## src/rtl/mem_arbiter.sv

```systemverilog
// rtl/mem_arbiter.sv - single-port memory arbiter between instruction fetch and load/store ports
// Load/store wins ties; every access ends in IDLE so mem_req always drops for at least one cycle.
module mem_arbiter #(
  parameter int WIDTH   = 16,
  parameter int TIMEOUT = 15,
  parameter int TO_BITS = 4
) (
  input  logic             clk,
  input  logic             reset,
  input  logic             fetch_req,
  input  logic [WIDTH-1:0] fetch_addr,
  output logic [WIDTH-1:0] fetch_data,
  output logic             fetch_valid,
  input  logic             ls_req,
  input  logic             ls_we,
  input  logic [WIDTH-1:0] ls_addr,
  input  logic [WIDTH-1:0] ls_wdata,
  output logic [WIDTH-1:0] ls_rdata,
  output logic             ls_valid,
  output logic             stall,
  output logic             mem_req,
  output logic             mem_we,
  output logic [WIDTH-1:0] mem_addr,
  output logic [WIDTH-1:0] mem_wdata,
  input  logic [WIDTH-1:0] mem_rdata,
  input  logic             mem_ack,
  output logic             bus_err
);

  typedef enum logic [1:0] {IDLE, FETCH, LS} state_e;

  localparam logic [TO_BITS-1:0] TO_MAX = TO_BITS'(TIMEOUT);

  state_e             state_q, state_d;
  logic [TO_BITS-1:0] cnt_q, cnt_d;
  logic               mem_req_q, mem_req_d;
  logic               mem_we_q, mem_we_d;
  logic [WIDTH-1:0]   mem_addr_q, mem_addr_d;
  logic [WIDTH-1:0]   mem_wdata_q, mem_wdata_d;
  logic [WIDTH-1:0]   fetch_data_q, fetch_data_d;
  logic [WIDTH-1:0]   ls_rdata_q, ls_rdata_d;
  logic               fetch_valid_q, fetch_valid_d;
  logic               ls_valid_q, ls_valid_d;
  logic               bus_err_q, bus_err_d;

  always_ff @(posedge clk or negedge reset) begin
    if (!reset) begin
      state_q       <= IDLE;
      cnt_q         <= '0;
      mem_req_q     <= 1'b0;
      mem_we_q      <= 1'b0;
      mem_addr_q    <= '0;
      mem_wdata_q   <= '0;
      fetch_data_q  <= '0;
      ls_rdata_q    <= '0;
      fetch_valid_q <= 1'b0;
      ls_valid_q    <= 1'b0;
      bus_err_q     <= 1'b0;
    end else begin
      state_q       <= state_d;
      cnt_q         <= cnt_d;
      mem_req_q     <= mem_req_d;
      mem_we_q      <= mem_we_d;
      mem_addr_q    <= mem_addr_d;
      mem_wdata_q   <= mem_wdata_d;
      fetch_data_q  <= fetch_data_d;
      ls_rdata_q    <= ls_rdata_d;
      fetch_valid_q <= fetch_valid_d;
      ls_valid_q    <= ls_valid_d;
      bus_err_q     <= bus_err_d;
    end
  end

  always_comb begin
    state_d       = state_q;
    cnt_d         = cnt_q;
    mem_req_d     = mem_req_q;
    mem_we_d      = mem_we_q;
    mem_addr_d    = mem_addr_q;
    mem_wdata_d   = mem_wdata_q;
    fetch_data_d  = fetch_data_q;
    ls_rdata_d    = ls_rdata_q;
    fetch_valid_d = 1'b0;
    ls_valid_d    = 1'b0;
    bus_err_d     = bus_err_q;
    case (state_q)
      IDLE: begin
        if (ls_req) begin
          state_d     = LS;
          cnt_d       = '0;
          mem_req_d   = 1'b1;
          mem_we_d    = ls_we;
          mem_addr_d  = ls_addr;
          mem_wdata_d = ls_wdata;
        end else if (fetch_req) begin
          state_d    = FETCH;
          cnt_d      = '0;
          mem_req_d  = 1'b1;
          mem_we_d   = 1'b0;
          mem_addr_d = fetch_addr;
        end
      end
      FETCH: begin
        // An ack in the timeout cycle is still a good completion.
        if (mem_ack) begin
          state_d       = IDLE;
          mem_req_d     = 1'b0;
          fetch_valid_d = 1'b1;
          fetch_data_d  = mem_rdata;
        end else if (cnt_q == TO_MAX) begin
          state_d       = IDLE;
          mem_req_d     = 1'b0;
          fetch_valid_d = 1'b1;
          fetch_data_d  = '0;
          bus_err_d     = 1'b1;
        end else begin
          cnt_d = cnt_q + 1'b1;
        end
      end
      LS: begin
        if (mem_ack) begin
          state_d    = IDLE;
          mem_req_d  = 1'b0;
          ls_valid_d = 1'b1;
          if (!mem_we_q) ls_rdata_d = mem_rdata;
        end else if (cnt_q == TO_MAX) begin
          state_d    = IDLE;
          mem_req_d  = 1'b0;
          ls_valid_d = 1'b1;
          ls_rdata_d = '0;
          bus_err_d  = 1'b1;
        end else begin
          cnt_d = cnt_q + 1'b1;
        end
      end
      default: state_d = IDLE;
    endcase
  end

  assign stall = ((state_q != IDLE) || (fetch_req || ls_req)) && !(fetch_valid_q || ls_valid_q);

  assign mem_req     = mem_req_q;
  assign mem_we      = mem_we_q;
  assign mem_addr    = mem_addr_q;
  assign mem_wdata   = mem_wdata_q;
  assign fetch_data  = fetch_data_q;
  assign ls_rdata    = ls_rdata_q;
  assign fetch_valid = fetch_valid_q;
  assign ls_valid    = ls_valid_q;
  assign bus_err     = bus_err_q;

endmodule

```

## config.mk

```make
export PLATFORM = sky130hd
export DESIGN_NAME = mem_arbiter
export DESIGN_NICKNAME = d
export VERILOG_FILES = /design/src/rtl/mem_arbiter.sv
export SDC_FILE = /design/constraint.sdc
export NUM_CORES = 1
export LEC_CHECK = 0
export ABC_AREA = 1
export BUFFER_PORTS_ARGS = -buffer_cell sky130_fd_sc_hd__buf_2
export CAP_MARGIN = 10
export CORE_ASPECT_RATIO = 1.4
export CORE_UTILIZATION = 40
export DETAILED_ROUTE_END_ITERATION = 8
export PLACE_DENSITY_LB_ADDON = 0.3
export SYNTH_ARGS = -nofsm -noshare
export SYNTH_HDL_FRONTEND = slang
export SYNTH_SLANG_ARGS = --single-unit
```

## constraint.sdc

```tcl
create_clock -name clk -period 1.65 [get_ports clk]
set_clock_uncertainty 0.2 [all_clocks]
set_input_delay 0.33 -clock clk [delete_from_list [all_inputs] [get_ports clk]]
set_output_delay 0.33 -clock clk [all_outputs]
set_load 0.01 [all_outputs]
```

Word level (Yosys, flattened, before mapping):

Cells that the tools add are included.

* add/sub/neg operators: 1
* equality and inequality tests: 8
* muxes and demuxes: 27
* bitwise logic cells: 1
* reductions and logical operators: 19

Operators by type and width (number)
* $mux W16: 6
* $mux W4: 4
* $mux W1: 10
* $reduce_and A3 Y1: 3
* $mux W2: 4
* $pmux W4 S2: 1
* $reduce_and A2 Y1: 4
* $reduce_bool A2 Y1: 4
* $ne A2 B2 Y1 const B: 3
* $add A4 B1 Y4 const B: 1
* $eq A4 B4 Y1 const B: 1
* $pmux W2 S2: 1
* $reduce_and A4 Y1: 1
* $logic_or A1 B1 Y1: 3
* $ne A3 B1 Y1 const B: 1
* $ne A3 B3 Y1 const B: 1
* $eq A2 B1 Y1 const B: 1
* $eq A2 B2 Y1 const B: 1
* $logic_not A2 Y1: 1
* $pmux W1 S2: 1
* $reduce_or A2 Y1: 1
* $logic_and A1 B1 Y1: 1
* $logic_not A1 Y1: 1
* $not A1 Y1: 1

* bits in registers: 75
* output and inout port bits: 70

Depth between registers and ports, before layout:

Gate-level depths: netlist of run 1.

* depth after elaboration: 4
* gate-level depth with buffers: 9
* mapped depth without buffers: 8

Worst setup path before layout of run 1:

No wires, ideal clock.

* path kind: register -> output
* start point: register state_q[0]
* end point: output port stall
* arrival time: 1.138 ns
* setup slack: -0.018 ns
* cell stages (with the launch flop): 6
* path buffers: 1
* path through: dfrtp_1 -> inv_1 -> ha_1 -> buf_4 -> nand2_1 -> nor3b_1

* word-level cells in the longest chain between the ends: 3

RTL lines
* start, declared: line 34 `state_e state_q, state_d;`
* start signal, assigned: line 60 `state_q <= state_d;`
* $reduce_bool A2 Y1: line 140 `assign stall = ((state_q != IDLE) || (fetch_req || ls_req)) && !(fetch_valid_q || ls_valid_q);`
* $logic_or A1 B1 Y1: line 140
* $logic_and A1 B1 Y1: line 140
* end, declared: line 20 `output logic stall,`

Every way passes these cells.

Worst setup path after layout of run 1:

Same ends and word-level chain as after synthesis.

==> results of run 1 <==
==> worst max path at each step <==
stage               startpoint       endpoint
finish              state_q[0]          stall
global route        state_q[1]          stall
CTS                 state_q[1]          stall
detailed placement  state_q[0]       cnt_q[2]
global placement    state_q[0]       cnt_q[3]
floorplan           state_q[0]  mem_wdata[10]
==> cells in the final DEF, fill, tap and decap left out, drive strengths merged, types with 2 or more instances in the layout <==
master / instances
clkinvlp: 2
clkbuf: 14
buf: 156
nand2: 113
nand3: 8
nor2: 26
mux2: 16
dlygate4sd3: 9
ha: 4
dfrtp: 75
o21ai: 34
a31oi: 16
inv: 8
==> flip-flops by register name, summed over array words and instances (netlist names) <==
name	cells
bus_err	1
state_q	2
ls_rdata	16
mem_we	1
cnt_q	4
mem_wdata	16
ls_valid	1
mem_req	1
mem_addr	16
fetch_valid	1
fetch_data	16
==> power groups by stage <==
stage               Clock [mW]  Sequential, mW  Combinational [mW]
floorplan                    0            3.50                1.71
global placement             0            3.13                3.40
detailed placement           0            3.14                3.48
CTS                       1.45            3.13                3.58
global route              1.53            3.22                4.11
finish                    1.41            3.13                3.74
==> cell families (layout without fill, tap and decap cells) <==
kind of cell	Yosys count	count (layout)	synth area share [%]
simple gates	149	149	19.7
flops	75	75	56.6
compound gates	53	53	10.9
buf+inv	24	191	4.98
mux	16	16	6.34
fa+ha+maj	4	4	1.51
==> metal layers <==
layer  global-route usage [%]  routed length, um  vias up
li1                         -                  -     1382
met1                     21.3               3260     1320
met2                     31.6               4050      100
met3                     4.90                442        9
met4                     7.01                116        0
met5                        0                  0        -
==> cell type report <==
| class | instances | area (sq um) |
|---|---|---|
| Clock inverter | 4 | 50.0 |
| Tap cell | 100 | 125 |
| Fill cell | 733 | 3290 |
| Inverter | 8 | 32.5 |
| Multi-Input combinational cell | 222 | 1330 |
| Timing Repair Buffer | 167 | 1040 |
| Clock buffer | 12 | 145 |
| Sequential cell | 75 | 1880 |
==> worst reg2reg max path, cell delays in order (launching register included) <==
cell	delay (ns)
dfrtp_1	0.40
inv_2	0.09
ha_4	0.14
buf_4	0.16
buf_6	0.13
nor2_1	0.07
a21oi_4	0.17
nand2_2	0.09
nand2_1	0.06
nand2_1	0.05
==> timing repair <==
| item | CTS | global route |
|---|---|---|
| gates cloned | 0 | 2 |
| setup endpoints to repair | 27 | 52 |
| endpoints found under the hold margin | 81 | 2 |
| setup buffers | 3 | 2 |
| pin swaps | 1 | 4 |
| hold buffers | 7 | 2 |
| resized for setup | 5 | 7 |
==> flow_summary.rst, run 1 <==
.. list-table::
   :header-rows: 1

   * - Metric
     - Value
   * - Run status
     - finished with violations
   * - Failing checks
     - setup timing
   * - DRT iter0 DRCs
     - 117
   * - Maximum level of the CTS H-tree
     - 3
   * - Total instance count after detailed placement
     - 557
   * - Signal arrival time at the worst endpoint
     - 1.30 ns
   * - Largest net degree at the start of global routing
     - 76
   * - Cell area after placement
     - 4180 sq um
   * - Worst r2r dst
     - cnt_q[2]
   * - Post-CTS clock slew at the launch and capture registers of the worst setup and hold paths
     - 0.08 ns
   * - Die height
     - 110 um
   * - Post-Synthesis Net Count
     - 395
   * - Cell accounting for the most synthesized area
     - dfrtp_1
   * - Design Power
     - 8.28 mW
   * - Total negative setup slack
     - -0.311 ns
   * - Library cell with the highest instance count after synthesis
     - nand2_1
   * - Grt total ovfl
     - 0
   * - Post-synthesis cell type count
     - 27
   * - Maximum VDD drop
     - 879 uV
   * - Worst setup timing slack at the placement stage
     - -0.0385 ns
   * - Number of cells on the worst reg-to-reg path
     - 9
   * - CTS tree
     - built
   * - Maximum cell stage delay along the critical path
     - 0.40 ns
   * - Effective utilization at floorplan
     - 42.0%
   * - Critical path cell sequence
     - inv_2 -> ha_4 -> nand2_2 -> nor3b_2 -> buf_2
   * - Mean number of vias per cell
     - 4.78
   * - Critical path buffer and inverter count
     - 2
   * - Wire length of the first global-routing pass
     - 12100 um
   * - Worst-margin pin slew
     - 0.408 ns
   * - Post-synthesis instance area
     - 3320 sq um
   * - DIE WIDTH
     - 78.9 um
   * - Required time of the worst setup path
     - 1.12 ns
   * - Maximum fanout encountered on the critical timing path
     - 2
   * - Switching Fraction
     - 37.1%
   * - Top cells by area in the synthesized netlist
     - dfrtp_1 57%, nand2_1 12%, o21ai_2 4.2%, mux2_4 3.6%, a31oi_1 3.0%
   * - Sink count of the clock tree
     - 75
   * - Net count of the finished layout
     - 557
   * - Commonest cells in the netlist
     - 104 x nand2_1, 75 x dfrtp_1, 25 x nor2_1, 16 x a31oi_1, 16 x o21ai_2
   * - Count of input and output buffers
     - 139
   * - Critical Path End Type
     - output port
   * - Setup slack of the critical path after layout
     - -0.177 ns
   * - Clk buf depth
     - 2
   * - Portion of total power attributed to sequential cells
     - 37.8%
   * - Instance count of the mapped netlist
     - 321
   * - Share of flip-flops with an asynchronous set or reset
     - 100%
   * - Average wire per cell in the routed design
     - 13.4 um
   * - Number of cells on the worst hold path
     - 3
   * - Synthesized area per cell
     - 10.3 sq um
   * - Last weighted congestion value of the routability-driven placer
     - 0.742
   * - Aggregate global-route resource usage
     - 18.2%
   * - Startpoint of the tightest hold check path
     - ls_we
   * - Clock latency of the later-clocked register in the worst-skew pair
     - 0.34 ns
   * - DRC violation count after routing
     - 0
   * - Net Sw Power
     - 3.07 mW
   * - Vias in the first global route
     - 2726
   * - Core Util, Final
     - 58.4%
   * - Synth top area share
     - 56.6%
   * - Final Cell Area
     - 4610 sq um
   * - Inserted Diodes
     - 0
   * - RSZ-0062 raised after global routing
     - yes
   * - Area of the core
     - 7890 sq um
   * - DR pass1 iterations
     - 4
   * - Final critical path time including I/O delays and setup
     - 1.83 ns
   * - Top-level port count
     - 140
   * - Worst R2R Setup Slack
     - -0.02 ns
   * - Die area
     - 8660 sq um
   * - Hold_ws
     - 0.0180 ns
   * - CP max stage cell
     - dfrtp_1
   * - Leak
     - 2.38 nW
   * - Int Power
     - 5.21 mW
   * - Flip-flop cell with the highest count after synthesis
     - dfrtp_1
   * - Antenna violations before repair
     - 0
   * - Relative contribution of the clock network to total power
     - 17.0%
   * - Number of antenna-violating nets in the routed design
     - 0
   * - Fin. Hold Viols
     - 0
   * - Final Max Slew Viols
     - 0
   * - Number of enable-type register cells in the synthesized netlist
     - 0
   * - Share of cells above drive strength 1
     - 46.3%
   * - Normalized max-slew margin
     - 72.8%
   * - Total number of yosys warnings
     - 0
   * - Fraction of the cycle the final worst path needs
     - 111%
   * - Final setup violation count
     - 14
   * - Worst Path Class, Setup
     - reg2out
   * - Highest achievable clock rate
     - 547 MHz
   * - Critical path's top delay family
     - flip-flops
   * - Finished Layout Cells
     - 588
   * - Number of max-cap violations
     - 0
   * - Core Rows
     - 38
   * - Sequential fraction of the synthesis area
     - 56.6%
   * - Cell count along the critical path
     - 5
   * - Number of flip-flops and latches in the synthesized netlist
     - 75
   * - Kind of launch point of the worst setup path
     - flip-flop
   * - Root buffer cell
     - clkbuf_8
   * - Via count
     - 2811
   * - Detailed-route wire length
     - 7870 um
   * - Cts bufs inserted
     - 9
   * - Combinational group share of total power
     - 45.2%
   * - WHS Endpoint
     - mem_we
   * - Area Overhead vs Synth
     - 38.9%
   * - Critical R2R Launch
     - state_q[0]
   * - Pwr per Cell Area
     - 1800 nW/um^2
   * - Placed wire-length estimate
     - 5350 um
   * - Worst Hold Class
     - in2reg
Note: power is estimated with default switching activity, not from simulation.
==> inputs of run 2 (changes only) <==
- GPL_TIMING_DRIVEN: default -> 0
- clock period: 1.65 -> 1.8 ns (I/O delays scaled with it)
==> run 2 against run 1 <==
The run still ends with setup timing left; die area unchanged; utilization is 1.5 points lower; critical path depth stayed put; wire length is 5.5% lower; combinational power decreased by 15%; clock power up 5%; sequential power fell by 8.9%; global-route usage up 0.39 points; count of clock-buffer cells in the layout down 1; register-to-register slack better by 0.11 ns; critical endpoint unchanged; largest cell class unchanged.
==> flow_summary.rst, run 2 (synthesis gave the netlist of run 1 again) <==
.. list-table::
   :header-rows: 1

   * - Metric
     - Value
   * - Run status
     - finished with violations
   * - Failing checks
     - setup timing
   * - Leak
     - 2.35 nW (-1.2%)
   * - Critical path's top delay family
     - flip-flops
   * - CP max stage cell
     - dfrtp_1
   * - Worst Path Class, Setup
     - reg2out
   * - Sink count of the clock tree
     - 75 (unchanged)
   * - Maximum level of the CTS H-tree
     - 3 (unchanged)
   * - Highest achievable clock rate
     - 537 MHz
   * - Vias in the first global route
     - 2683 (-1.6%)
   * - Signal arrival time at the worst endpoint
     - 1.30 ns (about the same)
   * - Setup slack of the critical path after layout
     - -0.0607 ns (+0.117 ns)
   * - Fraction of the cycle the final worst path needs
     - 103%
   * - Maximum cell stage delay along the critical path
     - 0.39 ns (about the same)
   * - Detailed-route wire length
     - 7440 um (-5.5%)
   * - Final Max Slew Viols
     - 0 (unchanged)
   * - Number of max-cap violations
     - 0 (unchanged)
   * - Antenna violations before repair
     - 0 (unchanged)
   * - Cell area after placement
     - 4150 sq um (-0.72%)
   * - Average wire per cell in the routed design
     - 12.8 um (-4.7%)
   * - Grt total ovfl
     - 0 (unchanged)
   * - Final setup violation count
     - 1 (-13)
   * - DR pass1 iterations
     - 4 (unchanged)
   * - Number of antenna-violating nets in the routed design
     - 0 (unchanged)
   * - Root buffer cell
     - clkbuf_8
   * - Net count of the finished layout
     - 552 (-0.90%)
   * - Normalized max-slew margin
     - 70.9% (-1.9 points)
   * - Inserted Diodes
     - 0 (unchanged)
   * - Die height
     - 110 um (unchanged)
   * - Maximum VDD drop
     - 875 uV (-0.48%)
   * - Cts bufs inserted
     - 9 (unchanged)
   * - Wire length of the first global-routing pass
     - 12200 um (+0.91%)
   * - Highest-count cells in the layout ignoring fill and taps
     - 141 x buf_2, 103 x nand2_1, 75 x dfrtp_1
   * - DRC violation count after routing
     - 0 (unchanged)
   * - Final critical path time including I/O delays and setup
     - 1.86 ns
   * - Mean number of vias per cell
     - 4.72 (-1.3%)
   * - Kind of launch point of the worst setup path
     - flip-flop
   * - Largest net degree at the start of global routing
     - 44 (-42%)
   * - Aggregate global-route resource usage
     - 18.6% (+0.39 points)
   * - Worst-margin pin slew
     - 0.436 ns (+0.0284 ns)
   * - Required time of the worst setup path
     - 1.24 ns (+0.12 ns)
   * - Critical Path End Type
     - output port
   * - Design Power
     - 7.52 mW (-9.2%)
   * - Count of input and output buffers
     - 138 (-0.72%)
   * - Core Util, Final
     - 56.8% (-1.5 points)
   * - Final Cell Area
     - 4480 sq um (-2.6%)
   * - Share of cells above drive strength 1
     - 47.4% (+1.1 points)
   * - Placed wire-length estimate
     - 5560 um (+3.9%)
   * - Post-CTS clock slew at the launch and capture registers of the worst setup and hold paths
     - 0.07 ns (about the same)
   * - Via count
     - 2752 (-2.1%)
   * - DIE WIDTH
     - 78.9 um (unchanged)
   * - Maximum fanout encountered on the critical timing path
     - 2 (unchanged)
   * - Area Overhead vs Synth
     - 35.2%
   * - Fill cell total of the finished layout
     - 740 (+0.95%)
   * - Worst setup timing slack at the placement stage
     - 0.000536 ns (+0.0390 ns)
   * - Die area
     - 8660 sq um (unchanged)
   * - DRT iter0 DRCs
     - 92 (-21%)
   * - Area of the core
     - 7890 sq um (unchanged)
   * - Clk buf depth
     - 2 (unchanged)
   * - Top-level port count
     - 140 (unchanged)
   * - Leading cell type in the layout, fill and taps excluded
     - buf_2
   * - Effective utilization at floorplan
     - 42.0% (unchanged)
   * - CTS tree
     - built
   * - Pwr per Cell Area
     - 1680 nW/um^2 (-6.7%)
   * - Core Rows
     - 38 (unchanged)
   * - Critical path buffer and inverter count
     - 2 (unchanged)
   * - Critical path cell sequence
     - inv_2 -> ha_4 -> nand2_4 -> nor3b_2 -> buf_2
   * - RSZ-0062 raised after global routing
     - yes
   * - Total negative setup slack
     - -0.0607 ns (+0.250 ns)
   * - Fin. Hold Viols
     - 0 (unchanged)
   * - Clock latency of the later-clocked register in the worst-skew pair
     - 0.35 ns (about the same)
   * - Last weighted congestion value of the routability-driven placer
     - 0.740 (-0.28%)
   * - Worst Hold Class
     - in2reg
-- run 2: area by class of cell --
type	count	area, sq um	share of cell area [%]
sequential	75	1880	41.9
multi-input combinational	222	1310	29.2
timing repair buffer	147	776	17.3
clock buffer	11	151	3.38
buffer	15	130	2.90
tap	100	125	2.79
clock inverter	5	85.1	1.90
inverter	8	32.5	0.725
-- run 2: worst reg2reg max path: cells and delay by family (launching register included) --
family / cells / cell delay, ns
DFF: 1 / 0.39
buffers and inverters: 3 / 0.44
AOI/OAI and AO/OA: 1 / 0.15
adders and majority gates: 1 / 0.15
and+or+nand+nor: 3 / 0.31
-- run 2: power by group --
| part | switching [mW] | leakage (nW) | internal, mW |
|---|---|---|---|
| Clock | 0.619 | 0.116 | 0.861 |
| Combinational | 1.71 | 1.31 | 1.48 |
| Sequential | 0.412 | 0.925 | 2.44 |
-- run 2: layer usage --
layer / global-route usage, % / part of all wire (%) / vias to the layer above
li1: - / - / 1370
met1: 21.4 / 42 / 1262
met2: 31.9 / 49 / 111
met3: 5.64 / 7.4 / 9
met4: 7.79 / 1.4 / 0
met5: 0 / 0 / -
-- run 2: what timing repair did --
action	4_1_cts	5_1_grt
setup buffers	5	2
setup endpoints to repair	9	24
resized for setup	11	0
pin swaps	0	2
hold buffers	1	0
endpoints found under the hold margin	32	0
-- run 2: worst paths after layout --
kind,cells after the start,start,slack [ns],end
hold reg to reg,2,mem_req,0.27,mem_req
max in group asynchronous,3,reset,0.53,mem_wdata[2]
hold / removal,2,ls_wdata[11],0.04,mem_wdata[11]
min in group asynchronous,2,reset,0.30,fetch_data[2]
setup / recovery,5,state_q[1],-0.06,stall
setup reg to reg,8,state_q[1],0.09,mem_addr[3]
-- run 2: stage by stage --
stage / instances / hold slack (ns)
2_1_floorplan: 321 / -0.136
3_3_place_gp: 559 / 0.253
3_5_place_dp: 560 / 0.127
4_1_cts: 582 / 0.0183
5_1_grt: 583 / 0.0149
6_report: 583 / 0.0433
